$ cat src/rtl/monitor_contador.sv
// monitor_contador: watches a 16-bit counter (Q, RCO), extends its count
// to 32 bits with a wrap register and queues {vueltas, Q} snapshots in a
// small first-word-fall-through FIFO. A valid/ready handshake drains the FIFO.
module monitor_contador #(
  parameter int ANCHO = 16,
  parameter int PROF  = 4,
  parameter int PTR   = 2
) (
  input  logic                 clk,
  input  logic                 reset_L,
  input  logic                 enb,
  input  logic [1:0]           modo,
  input  logic [ANCHO-1:0]     Q,
  input  logic [3:0]           RCO,
  input  logic                 captura,
  input  logic                 listo,
  output logic                 valido,
  output logic [2*ANCHO-1:0]   dato_out,
  output logic [ANCHO-1:0]     vueltas,
  output logic [PTR:0]         ocupacion,
  output logic                 vacio,
  output logic                 lleno,
  output logic                 desborde,
  output logic                 err_vueltas
);

  localparam logic [ANCHO-1:0] V_UNO   = {{(ANCHO-1){1'b0}}, 1'b1};
  localparam logic [ANCHO-1:0] V_UNOS  = {ANCHO{1'b1}};
  localparam logic [ANCHO-1:0] V_CERO  = {ANCHO{1'b0}};
  localparam logic [PTR:0]     O_UNO   = {{PTR{1'b0}}, 1'b1};
  localparam logic [PTR:0]     O_LLENO = (PTR+1)'(PROF);
  localparam logic [PTR-1:0]   P_UNO   = {{(PTR-1){1'b0}}, 1'b1};

  logic [2*ANCHO-1:0] mem [PROF];
  logic [PTR-1:0]     wr_ptr;
  logic [PTR-1:0]     rd_ptr;
  logic               push;
  logic               pop;

  // Status flags all come from the occupancy count; a full FIFO still
  // accepts a capture when the head is leaving on the same edge.
  always_comb begin
    vacio    = (ocupacion == {(PTR+1){1'b0}});
    lleno    = (ocupacion == O_LLENO);
    valido   = !vacio;
    pop      = valido && listo;
    push     = captura && (!lleno || pop);
    dato_out = mem[rd_ptr];
  end

  // Wrap counter: follows the counter's full-word carry/borrow, cleared by load.
  always_ff @(posedge clk) begin
    if (!reset_L) begin
      vueltas     <= V_CERO;
      err_vueltas <= 1'b0;
    end else if (enb) begin
      if (modo == 2'b11) begin
        vueltas <= V_CERO;
      end else if (RCO[3]) begin
        if (modo == 2'b00) begin
          vueltas <= vueltas + V_UNO;
          if (vueltas == V_UNOS) err_vueltas <= 1'b1;
        end else begin
          vueltas <= vueltas - V_UNO;
          if (vueltas == V_CERO) err_vueltas <= 1'b1;
        end
      end
    end
  end

  // FIFO control: pointers, occupancy and the sticky overflow flag.
  always_ff @(posedge clk) begin
    if (!reset_L) begin
      wr_ptr    <= '0;
      rd_ptr    <= '0;
      ocupacion <= '0;
      desborde  <= 1'b0;
    end else begin
      if (push) wr_ptr <= wr_ptr + P_UNO;
      if (pop)  rd_ptr <= rd_ptr + P_UNO;
      if (push && !pop)      ocupacion <= ocupacion + O_UNO;
      else if (pop && !push) ocupacion <= ocupacion - O_UNO;
      if (captura && !push) desborde <= 1'b1;
    end
  end

  // FIFO storage: snapshot pairs the wrap count before this edge with Q now.
  always_ff @(posedge clk) begin
    if (!reset_L) begin
      for (int i = 0; i < PROF; i++) mem[i] <= '0;
    end else if (push) begin
      mem[wr_ptr] <= {vueltas, Q};
    end
  end

endmodule

$ cat config.mk
export PLATFORM = sky130hd
export DESIGN_NAME = monitor_contador
export DESIGN_NICKNAME = d
export VERILOG_FILES = /design/src/rtl/monitor_contador.sv
export SDC_FILE = /design/constraint.sdc
export NUM_CORES = 1
export LEC_CHECK = 0
export CAP_MARGIN = 20
export CORE_UTILIZATION = 49
export DETAILED_ROUTE_END_ITERATION = 8
export PLACE_DENSITY = 0.67
export SYNTH_ARGS = -nofsm -noshare
export SYNTH_HDL_FRONTEND = slang
export SYNTH_SLANG_ARGS = --single-unit
export TNS_END_PERCENT = 20
$ cat constraint.sdc
create_clock -name clk -period 5.05 [get_ports clk]
set_clock_uncertainty 0.15 [all_clocks]
set_input_delay 0.7575 -clock clk [delete_from_list [all_inputs] [get_ports clk]]
set_output_delay 0.7575 -clock clk [all_outputs]
set_load 0.02 [all_outputs]
==> flow_metrics.tcl <==
set metrics [dict create \
    fp.dieW_um 124 \
    startpoint_type "register" \
    syn_area_um2 7300 \
    fp.dieH_um 124 \
    hold_end "err_vueltas" \
    htree_levels 4 \
    r2r-start "ocupacion[0]" \
    slew_headroom_pct 34.2 \
    power_mw 4.02 \
    setup-tns-final_ns 0 \
    fin_util_pct 61.0 \
    core_region_area_um2 14500 \
    reg2reg_slack_ns 2.35 \
    firstDrtPassIters 5 \
    gr-total-overflow 0 \
    ys_ff_latch 155 \
    cts_root_buf "clkbuf_16" \
    hpwl_um 9200 \
    track_usage_pct 21.6 \
    drc 0 \
    rsz0062_at_grt "no" \
    num-fill-cells 1166 \
    ir_worst_vdd_mv 0.253 \
    grt_pass1_vias 4706 \
    grt_pass1_wl_um 23900 \
    cts.hold.buffers_added 0 \
    drive_above_1_share_pct 11.2 \
    final-instance-count-excl-fill 851 \
    combinationalPowerShare_pct 27.3 \
    post-place-ws_ns 1.10 \
    power_frac_seq_pct 40.8 \
    drv_cap 0 \
    via_per_inst 5.46 \
    whs_path_depth 2 \
    hold_class "register to register" \
    wl_per_cell_um 18.0 \
    syn_to_final_growth_pct 21.4 \
    clock_sinks 155 \
    finalWirelength_um 15300 \
    swShare_pct 28.4 \
    endpoint_kind "output pin" \
    outcome "completed" \
    antenna_left 0 \
    synthDistinctLibCells 48 \
    clk_pin_slew_worst_paths_ns 0.06 \
    finalSetupViolCount 0 \
    tightest_slew_ns 0.987 \
    final_area_um2 8860 \
    crit_arrival_ns 2.83 \
    post-route-period-util_pct 74.0 \
    setup_ws_ns 1.31 \
    cts_buffers 17 \
    synth_ff_type "edfxtp_1" \
    place.gp.congestion 0.861 \
    ys_seq_area_share_pct 60.1 \
    power.density_nw_per_um2 454 \
    diodes 0 \
    synth_nets 623 \
    die-area_um2 15400 \
    slew_violations 0 \
    antenna_found_initial 0 \
    num_io_pins 83 \
    detail_route.iter0.violations 282 \
    clock.fmax_mhz 268 \
    hold_start "err_vueltas" \
    crit_type "register to output pin" \
    ff2ff_path_depth 6 \
    whs_ns 0.350 \
    synthArstFlopShare_pct 0 \
    required_ns 4.14 \
    p_leak_nw 3.42 \
    cts_resized 0 \
    placed_cells 820 \
    cts_setup_buffers 0 \
    p_clk_share_pct 31.9 \
    hold_violations 0 \
    start_util_pct 50.2 \
    yosysWarningCount 0 \
    insertion_delay_ns 0.42 \
    io_buffers 79 \
    placed_area_um2 8280 \
    cp_max_fo 25 \
    synth_edf_count 128 \
    cts_tree "done" \
    nNetsFinal 702 \
    rows 44 \
    synth_area_per_cell_um2 12.7 \
    p_int_mw 2.88 \
    fin_crit_ns 3.74 \
    grt_max_degree 34 \
    reg2reg_to "mem[0][4]" \
    vias 4648 \
    p_switching_mw 1.14 \
    syn_inst 576 \
    cts.path.max_buffers 2 \
]
## synthesized netlist by cell type, types with 2 or more instances
master / number / area share [%]
a21boi_0: 5 / 0.51
o211ai_1: 4 / 0.41
clkbuf_1: 15 / 0.77
or3_1: 4 / 0.34
o21a_1: 3 / 0.31
a21oi_1: 14 / 0.96
nand2b_1: 3 / 0.26
a21o_1: 4 / 0.41
nor3_1: 2 / 0.14
buf_1: 4 / 0.21
inv_1: 41 / 2.1
buf_2: 6 / 0.41
dfxtp_1: 27 / 7.4
and3_1: 2 / 0.17
o31ai_1: 2 / 0.21
nand3_1: 6 / 0.41
mux4_2: 32 / 9.9
ha_1: 18 / 3.1
nor2_1: 71 / 3.7
nand2_1: 61 / 3.1
xor2_1: 7 / 0.84
xnor2_1: 9 / 1.1
nand4_1: 8 / 0.69
o21ai_0: 14 / 0.96
fa_1: 2 / 0.55
a22oi_1: 4 / 0.41
nor2b_1: 9 / 0.77
edfxtp_1: 128 / 53
a211oi_1: 4 / 0.41
mux2i_1: 3 / 0.41
buf_6: 4 / 0.62
and2_1: 39 / 3.3
nor3b_1: 2 / 0.21
nor4_1: 5 / 0.43
## routing by layer
metal,global-route usage (%),up-vias,part of all wire (%),routed length [um]
met1,27.5,2287,44,6690
met4,7.37,0,1.0,159
met5,0,-,0,0
li1,-,2225,-,-
met2,36.6,122,51,7800
met3,4.35,14,4.4,673
## area by class of cell
class | count | area, um^2 | area share, %
Sequential cell | 155 | 4390 | 49.5
Multi-Input combinational cell | 350 | 2630 | 29.7
Timing Repair Buffer | 90 | 873 | 9.85
Clock buffer | 19 | 433 | 4.88
Tap cell | 184 | 230 | 2.60
Clock inverter | 12 | 154 | 1.74
Inverter | 41 | 154 | 1.74
## worst max path at each step
stage	end	slack (ns)
6_report	dato_out[6]	1.31
5_1_grt	dato_out[4]	1.10
4_1_cts	dato_out[6]	1.22
3_5_place_dp	vueltas[9]	1.10
3_3_place_gp	vueltas[9]	1.15
2_1_floorplan	mem[1][0]	1.05
## power groups by stage
stage | logic, mW | registers, mW | clock network, mW
floorplan | 0.726 | 1.63 | 0
global placement | 1.10 | 1.67 | 0
detailed placement | 1.11 | 1.67 | 0
CTS | 1.11 | 1.65 | 1.30
global route | 1.19 | 1.67 | 1.35
finish | 1.10 | 1.64 | 1.28
## kinds of logic after synthesis
logic type / synth area share, %
and+or+nand+nor: 14.5
AOI/OAI and AO/OA: 5.40
adders and majority gates: 3.63
xor gates and xnor gates: 1.92
muxes: 10.3
DFF: 60.1
buffers and inverters: 4.22
## worst max-delay path, cell delays in order, from the launching register on
cell	delay, ns
dfxtp_2	0.94
buf_4	0.36
mux4_2	0.53
clkdlybuf4s50_1	0.55
## layout by cell type, fill, tap and decap left out, types with 3 or more instances in the layout
cell type / Yosys / routed
a21boi_0: 5 / 5
xor2_1: 7 / 7
or3_1: 4 / 4
a21o_1: 4 / 4
nand3_1: 6 / 6
inv_1: 41 / 41
a21oi_1: 14 / 14
mux4_2: 32 / 32
clkinv_2: 0 / 3
mux2i_1: 3 / 3
and2_1: 39 / 39
nand2_1: 61 / 61
a22oi_1: 4 / 4
nand4_1: 8 / 8
nor2b_1: 9 / 9
ha_1: 18 / 18
nor2_1: 71 / 71
clkdlybuf4s50_1: 0 / 79
clkinv_1: 0 / 5
bufinv_16: 0 / 4
nor4_1: 5 / 5
edfxtp_1: 128 / 128
clkbuf_16: 0 / 17
buf_4: 1 / 11
a211oi_1: 4 / 4
o21ai_0: 14 / 12
o211ai_1: 4 / 4
dfxtp_1: 27 / 26
o21a_1: 3 / 3
xnor2_1: 9 / 9
## flip-flops by register name, indices dropped and copies added, names as in the netlist, named ones only
| register | cells |
|---|---|
| mem | 128 |
| vueltas | 16 |
| ocupacion | 3 |
| rd_ptr | 2 |
| wr_ptr | 2 |
| desborde | 1 |
| err_vueltas | 1 |
(Power assumes the default switching activity.)
